$ cat src/rtl/dualport_ram.sv
// Simple dual-port RAM (one write port, one read port, one clock) with byte enables,
// a 1- or 2-cycle registered read path, selectable read-during-write policy and a post-reset zero-fill.
module dualport_ram #(
  parameter int DATA_WIDTH = 128,
  parameter int ADDR_WIDTH = 3,
  parameter int RD_LATENCY = 1,
  parameter int RDW_MODE   = 0
) (
  input  logic                    clk,
  input  logic                    rst_n,
  input  logic                    wr_en,
  input  logic [ADDR_WIDTH-1:0]   wr_addr,
  input  logic [DATA_WIDTH/8-1:0] wr_be,
  input  logic [DATA_WIDTH-1:0]   data_in,
  input  logic                    rd_en,
  input  logic [ADDR_WIDTH-1:0]   rd_addr,
  output logic [DATA_WIDTH-1:0]   data_out,
  output logic                    rd_valid,
  output logic                    init_busy,
  output logic                    req_drop
);

  localparam int NB    = DATA_WIDTH / 8;
  localparam int DEPTH = 2 ** ADDR_WIDTH;

  if ((RD_LATENCY != 1) && (RD_LATENCY != 2)) begin : g_bad_latency
    $error("dualport_ram: RD_LATENCY must be 1 or 2");
  end
  if ((DATA_WIDTH % 8) != 0) begin : g_bad_width
    $error("dualport_ram: DATA_WIDTH must be a multiple of 8");
  end

  typedef enum logic {ST_INIT, ST_RUN} state_t;

  state_t                  state_q, state_d;
  logic [ADDR_WIDTH-1:0]   cnt_q, cnt_d;
  logic [DATA_WIDTH-1:0]   mem_q [DEPTH];
  logic [DATA_WIDTH-1:0]   mergedWord;
  logic [DATA_WIDTH-1:0]   rdWord;
  logic                    rdFire;
  logic                    s1Valid_q;
  logic [DATA_WIDTH-1:0]   s1Data_q;
  logic                    reqDrop_q;

  always_comb begin
    state_d = state_q;
    cnt_d   = cnt_q;
    if (state_q == ST_INIT) begin
      cnt_d = cnt_q + ADDR_WIDTH'(1);
      if (cnt_q == ADDR_WIDTH'(DEPTH - 1)) begin
        state_d = ST_RUN;
      end
    end
  end

  always_ff @(posedge clk or negedge rst_n) begin
    if (!rst_n) begin
      state_q <= ST_INIT;
      cnt_q   <= '0;
    end else begin
      state_q <= state_d;
      cnt_q   <= cnt_d;
    end
  end

  assign init_busy = (state_q == ST_INIT);
  assign rdFire    = rd_en && !init_busy;

  // The array itself has no reset; the INIT sweep is what clears it.
  always_ff @(posedge clk) begin
    if (rst_n) begin
      if (init_busy) begin
        mem_q[cnt_q] <= '0;
      end else if (wr_en) begin
        for (int i = 0; i < NB; i++) begin
          if (wr_be[i]) begin
            mem_q[wr_addr][8*i +: 8] <= data_in[8*i +: 8];
          end
        end
      end
    end
  end

  always_comb begin
    mergedWord = mem_q[wr_addr];
    for (int i = 0; i < NB; i++) begin
      if (wr_be[i]) begin
        mergedWord[8*i +: 8] = data_in[8*i +: 8];
      end
    end
  end

  // Write-first bypass: a same-address read sees the word as it will be after this edge.
  always_comb begin
    rdWord = mem_q[rd_addr];
    if ((RDW_MODE == 1) && wr_en && (wr_addr == rd_addr)) begin
      rdWord = mergedWord;
    end
  end

  always_ff @(posedge clk or negedge rst_n) begin
    if (!rst_n) begin
      s1Valid_q <= 1'b0;
      s1Data_q  <= '0;
      reqDrop_q <= 1'b0;
    end else begin
      s1Valid_q <= rdFire;
      if (rdFire) begin
        s1Data_q <= rdWord;
      end
      reqDrop_q <= init_busy && (wr_en || rd_en);
    end
  end

  assign req_drop = reqDrop_q;

  if (RD_LATENCY == 2) begin : g_lat2
    logic                  s2Valid_q;
    logic [DATA_WIDTH-1:0] s2Data_q;

    always_ff @(posedge clk or negedge rst_n) begin
      if (!rst_n) begin
        s2Valid_q <= 1'b0;
        s2Data_q  <= '0;
      end else begin
        s2Valid_q <= s1Valid_q;
        if (s1Valid_q) begin
          s2Data_q <= s1Data_q;
        end
      end
    end

    assign rd_valid = s2Valid_q;
    assign data_out = s2Data_q;
  end else begin : g_lat1
    assign rd_valid = s1Valid_q;
    assign data_out = s1Data_q;
  end

endmodule

$ cat config.mk
export PLATFORM = sky130hd
export DESIGN_NAME = dualport_ram
export DESIGN_NICKNAME = d
export VERILOG_FILES = /design/src/rtl/dualport_ram.sv
export SDC_FILE = /design/constraint.sdc
export NUM_CORES = 1
export LEC_CHECK = 0
export ABC_AREA = 1
export ABC_CLOCK_PERIOD_IN_PS = 6100
export CORE_UTILIZATION = 62
export DETAILED_ROUTE_END_ITERATION = 10
export DONT_BUFFER_PORTS = 1
export GPL_TIMING_DRIVEN = 0
export PLACE_DENSITY = 0.78
export SYNTH_ARGS = -nofsm -noshare
export SYNTH_HDL_FRONTEND = slang
export SYNTH_SLANG_ARGS = --single-unit
export TNS_END_PERCENT = 10
$ cat constraint.sdc
create_clock -name clk -period 6.1 [get_ports clk]
set_input_delay 0.61 -clock clk [delete_from_list [all_inputs] [get_ports clk]]
set_output_delay 0.61 -clock clk [all_outputs]
set_load 0.05 [all_outputs]
; Word level (Yosys, flattened, before mapping)
; Memories as Yosys holds them, arrays and structs flattened. A register that Yosys moved wholly into a read port is not among the register bits.
; Index checks and enable logic that the tools add are counted.
; W data, S select, Z words.
[classes]
add_sub_neg = 1
n_eq_ne = 1
muxes = 88
n_bitwise = 1
reduce_logical = 5
[op_table]
columns = operator, n
row1 = $mux W128, 1
row2 = $reduce_or A128 Y1, 1
row3 = $mux W1, 85
row4 = $mux W16, 1
row5 = $add A3 B1 Y3 const B, 1
row6 = $eq A3 B3 Y1 const B, 1
row7 = $mux W3, 1
row8 = $logic_and A1 B1 Y1, 2
row9 = $logic_not A1 Y1, 1
row10 = $logic_or A1 B1 Y1, 1
row11 = $not A1 Y1, 1
[totals]
ff_bits = 6
ram_bits = 1024
input_bits = 154
out_inout_bits = 131
wordCells = 101
mem_count = 1
[memory_table]
columns = memory, depth, word_bits, rd, rd_clocked_by_memory_dff, write_ports, line_no
row1 = mem_q, 8, 128, 1, 1, 1, 37  ; logic [DATA_WIDTH-1:0] mem_q [DEPTH];

; Longest topological paths before layout
[depth]
ltp_word = 7
ltp_mapped = 13
mapped_depth_nobuf = 10

; Worst setup path before layout
; Ideal clock, no wire load.
[synth_path]
path_kind = input -> register
startpoint = in rst_n
endpoint = mem mem_q[7][104] (enable)
setup_ns = 0.370
t_arrival_ns = 2.240
required_ns = 5.730
slack_ns = 3.489
path_stages = 12
path_buffers = 3
path_cell_list = buf_2 buf_6 nand2_1 nor2_1 nor2_1 nand2_1 nor2_4 nand3_1 nand2_4 nand3_4 buf_6 nor2_1
[synth_via]
elab_chain_cells = 4
word_cells_on_any_way = 37
cone_classes = 36 x mux / 1 x reduce/logical
[synth_lines]
columns = item, line_no
row1 = from (decl), 10  ; input logic rst_n,
row2 = $mux W1, 71  ; if (rst_n) begin
row3 = $mux W1 (implied by the code), 77  ; mem_q[wr_addr][8*i +: 8] <= data_in[8*i +: 8];
row4 = $reduce_or A128 Y1 (no line), -
row5 = $mux W3 (no line) or $mux W16 (tied branches), -
row6 = to (decl), 37
; Parallel ways exist; a longest one is shown, timed or not.

; Worst setup path after layout
[layout_path]
startpoint = reg state_q
endpoint = mem mem_q[0][124] (enable)
[layout_via]
elab_chain_cells = 5
word_cells_on_any_way = 54
cone_classes = 53 x mux / 1 x reduce/logical
[layout_lines]
columns = item, line_no
row1 = from (decl), 35  ; state_t state_q, state_d;
row2 = from (signal assigned), 61  ; state_q <= state_d;
row3 = $mux W1, 72  ; if (init_busy) begin
row4 = $mux W1, 71
row5 = $mux W1 (implied by the code), 77
row6 = $reduce_or A128 Y1 (no line), -
row7 = $mux W3 (no line) or $mux W16 (tied branches), -
; Parallel ways exist; a longest one is shown, timed or not.

==> flow_summary.yaml <==
routing:
  ant_nets: 0
  route.detailed.vias_per_inst: 6.30
  wl_microns: 123000
  detail_route.iter0.violations: 4038
  num_vias: 29811
  drc_errors: 0
  wl_per_cell_microns: 26.1
  detail_route.first_pass.iterations: 7
setup_path:
  cp-end-kind: "register"
  worst-endpoint-required_ps: 6380
  critPathMaxStageDelay_ps: 1040
  timing.critical_path.slowest_stage_cell: "sky130_fd_sc_hd__nor2_1"
  critical_path.most_common_cell: "sky130_fd_sc_hd__nor2_1"
  critical_path.startpoint_type: "register"
  worst_path_dominant_cell_family: "simple AND/OR/NAND/NOR gates"
  worst-endpoint-arrival_ps: 3750
  critPathKind: "reg2reg"
  worstPathMaxFanout: 10
  worst-r2r-setup-slack_ps: 2630
  cp_cell_sequence: "buf_6, nand2_8, buf_8, nor2_1, nor2_1, nand2_1, nor2_4, nand3b_1, nand2_4, nand3_4, buf_6, nor2_1"
  path_buf_inv: 3
pwr:
  p_leak_nw: 19.5
  max-vdd-ir-drop_mv: 0.264
  p_per_area_nw_per_um2: 335
global_route:
  number_of_antenna_violations_at_the_first_check_in_global_routing: 2
  grt_max_degree: 135
  grt_first_pass_wirelength_microns: 180000
  grt.overflow.total: 0
  grt_util_all_layers_pct: 32.0
  grt_pass1_vias: 28592
floorplanning:
  die_height_microns: 277
  design.die.area_sq_um: 76600
  floorplan.core_area_sq_um: 74600
  placementRows: 100
  initial_core_util_pct: 62.8
  floorplan.die.width_microns: 277
  ioPinCount: 285
logic_synthesis:
  synth_top_cell_by_area: "sky130_fd_sc_hd__edfxtp_1"
  dominantRegCellSynth: "sky130_fd_sc_hd__edfxtp_1"
  synth_seq_cells: 1158
  synthesis.yosys.warnings: 0
  syn_avg_cell_area_sq_um: 13.2
  synth.distinct_cells: 26
  syn_inst: 3545
  edff_count_synth: 1024
  combined_area_of_all_synthesized_cells_sq_um: 46800
  ys_async_sr_fraction_pct: 11.6
  nets_in_the_synthesized_netlist: 3701
  sequential_element_share_of_the_synthesized_area_pct: 72.8
  synthDominantCellAreaShare_pct: 65.7
  netlist_top_cells_area: "sky130_fd_sc_hd__edfxtp_1 (66%), sky130_fd_sc_hd__dfrtp_1 (7.2%), sky130_fd_sc_hd__mux2i_1 (5.5%)"
cells_and_area:
  final_area_sq_um: 51800
  multi_input_area_sq_um: 10200
  layout-area-overhead-vs-synth_pct: 10.7
  layout.cells.most_common: "sky130_fd_sc_hd__edfxtp_1"
  n_fill_cell: 4912
  register_area_sq_um: 34100
  mostFrequentLayoutCells: "sky130_fd_sc_hd__edfxtp_1 (1,024), sky130_fd_sc_hd__inv_1 (393), sky130_fd_sc_hd__o21ai_0 (295)"
  drive_gt1_share_pct: 7.03
  final_net_count: 3817
sta:
  finalHoldWorstSlack_ps: 45.0
  slew-limit-headroom_pct: 1.33
  finalMaxSlewViolations: 0
  finalCritPeriodShare_pct: 56.9
  fmaxAchievable_mhz: 288
  tightest_slew_ps: 1480
  hold_violations: 0
  setup_viol_count_final: 0
  finClkSkew_ps: 38.0
  setup_tns_ps: 0
  grt_setup_unrepaired: "no"
  fin_crit_ps: 3470
clock_network:
  cts_root_buffer: "sky130_fd_sc_hd__clkbuf_16"
  tritoncts_clock_tree: "done"
  post-cts-setup-buffers: 0
  ctsResizeCount: 0
  clkTransAtPathRegs_ps: 60
  cts.hold.buffers_added: 2
  htree_levels: 3
  ctsLongestPathBuffers: 3
  tritoncts_num_sinks: 1158
  clk-insertion-delay-late_ps: 700
  cts_inserted_buffers: 111
outcome:
  status: "finished clean"
placement:
  gp_routability_congestion: 0.866
  port_buffers: 0
  place_area_sq_um: 48000
  detail_placement_hpwl_microns: 81400
hold_path:
  class_of_the_most_critical_hold_timing_path: "in2reg"
job:
  maxCapViolCount: 0
==> routing by layer <==
layer,part of all wire (%),track usage (%),routed length [microns],vias to the layer above
met1,37,43.5,46000,14591
met2,47,50.9,58500,2006
met3,11,6.23,13600,295
met4,4.3,13.8,5240,4
li1,-,-,-,12915
met5,0.018,0,22,-
==> worst register-to-register path: stages (launching register included) <==
cell and delay, ps:
sky130_fd_sc_hd__dfrtp_1 370, sky130_fd_sc_hd__buf_6 150, sky130_fd_sc_hd__nand2_8 80, sky130_fd_sc_hd__buf_8 130
sky130_fd_sc_hd__nor2_1 60, sky130_fd_sc_hd__nor2_1 170, sky130_fd_sc_hd__nand2_1 110, sky130_fd_sc_hd__nor2_4 200
sky130_fd_sc_hd__nand3b_1 160, sky130_fd_sc_hd__nand2_4 170, sky130_fd_sc_hd__nand3_4 170, sky130_fd_sc_hd__buf_6 230
sky130_fd_sc_hd__nor2_1 1050
==> metrics by stage <==
step | worst slack [ps] | instances | util (%) | power, mW
2_1_floorplan | 3490 | 3545 | - | 10.1
3_3_place_gp | 2170 | 4514 | 64.4 | 10.5
3_5_place_dp | 2100 | 4514 | 64.4 | 10.5
4_1_cts | 2730 | 4726 | 69.5 | 17.4
5_1_grt | 2590 | 4727 | 69.5 | 17.8
6_report | 2630 | 4729 | 69.5 | 17.4
==> cell families after synthesis <==
logic type	share of synthesized area, %
buffers and inverters	5.27
adders and majority gates	0.0534
xor gates and xnor gates	0.0187
AOI/OAI and AO/OA	10.0
muxes	5.47
DFF	72.8
and+or+nand+nor	6.35
==> sequential cells by signal, summed over array words and instances, names as in the netlist <==
| signal | cells |
|---|---|
| rd_valid | 1 |
| req_drop | 1 |
| data_out | 128 |
| cnt_q | 3 |
| mem_q | 1024 |
| state_q | 1 |
==> worst paths after layout <==
| check | startpoint | to | cells past startpoint |
|---|---|---|---|
| max | state_q | mem_q[0][124] | 12 |
| min reg2reg | cnt_q[0] | cnt_q[0] | 1 |
| max in group asynchronous | rst_n | data_out[32] | 2 |
| min in group asynchronous | rst_n | data_out[92] | 2 |
| max reg2reg | state_q | mem_q[0][124] | 12 |
| min | rd_en | req_drop | 2 |
==> synthesized netlist by cell type, types with 2 or more instances <==
library cell	number
sky130_fd_sc_hd__a21oi_1	256
sky130_fd_sc_hd__buf_1	16
sky130_fd_sc_hd__buf_2	44
sky130_fd_sc_hd__buf_6	10
sky130_fd_sc_hd__clkbuf_1	154
sky130_fd_sc_hd__dfrtp_1	134
sky130_fd_sc_hd__edfxtp_1	1024
sky130_fd_sc_hd__ha_1	2
sky130_fd_sc_hd__inv_1	393
sky130_fd_sc_hd__mux2i_1	256
sky130_fd_sc_hd__nand2_1	288
sky130_fd_sc_hd__nand2_4	7
sky130_fd_sc_hd__nand3_1	93
sky130_fd_sc_hd__nand3_4	8
sky130_fd_sc_hd__nand3b_1	2
sky130_fd_sc_hd__nor2_1	294
sky130_fd_sc_hd__nor2_2	5
sky130_fd_sc_hd__nor2_4	2
sky130_fd_sc_hd__o211ai_1	256
sky130_fd_sc_hd__o21ai_0	295
==> power breakdown <==
| group | internal (mW) | switching, mW | total, mW |
|---|---|---|---|
| sequential | 8.84 | 0.430 | 9.27 |
| combinational | 0.270 | 0.862 | 1.13 |
| clock | 4.04 | 2.95 | 6.99 |
==> layout make-up <==
type / count / area share [%]
Timing Repair Buffer: 3 / 0.101
Clock inverter: 53 / 0.956
Antenna cell: 2 / 0.00966
Tap cell: 969 / 2.34
Inverter: 394 / 2.85
Buffer: 225 / 1.91
Multi-Input combinational cell: 1768 / 19.8
Sequential cell: 1158 / 65.8
Clock buffer: 157 / 6.25
Note: power is estimated with default switching activity, not from simulation.
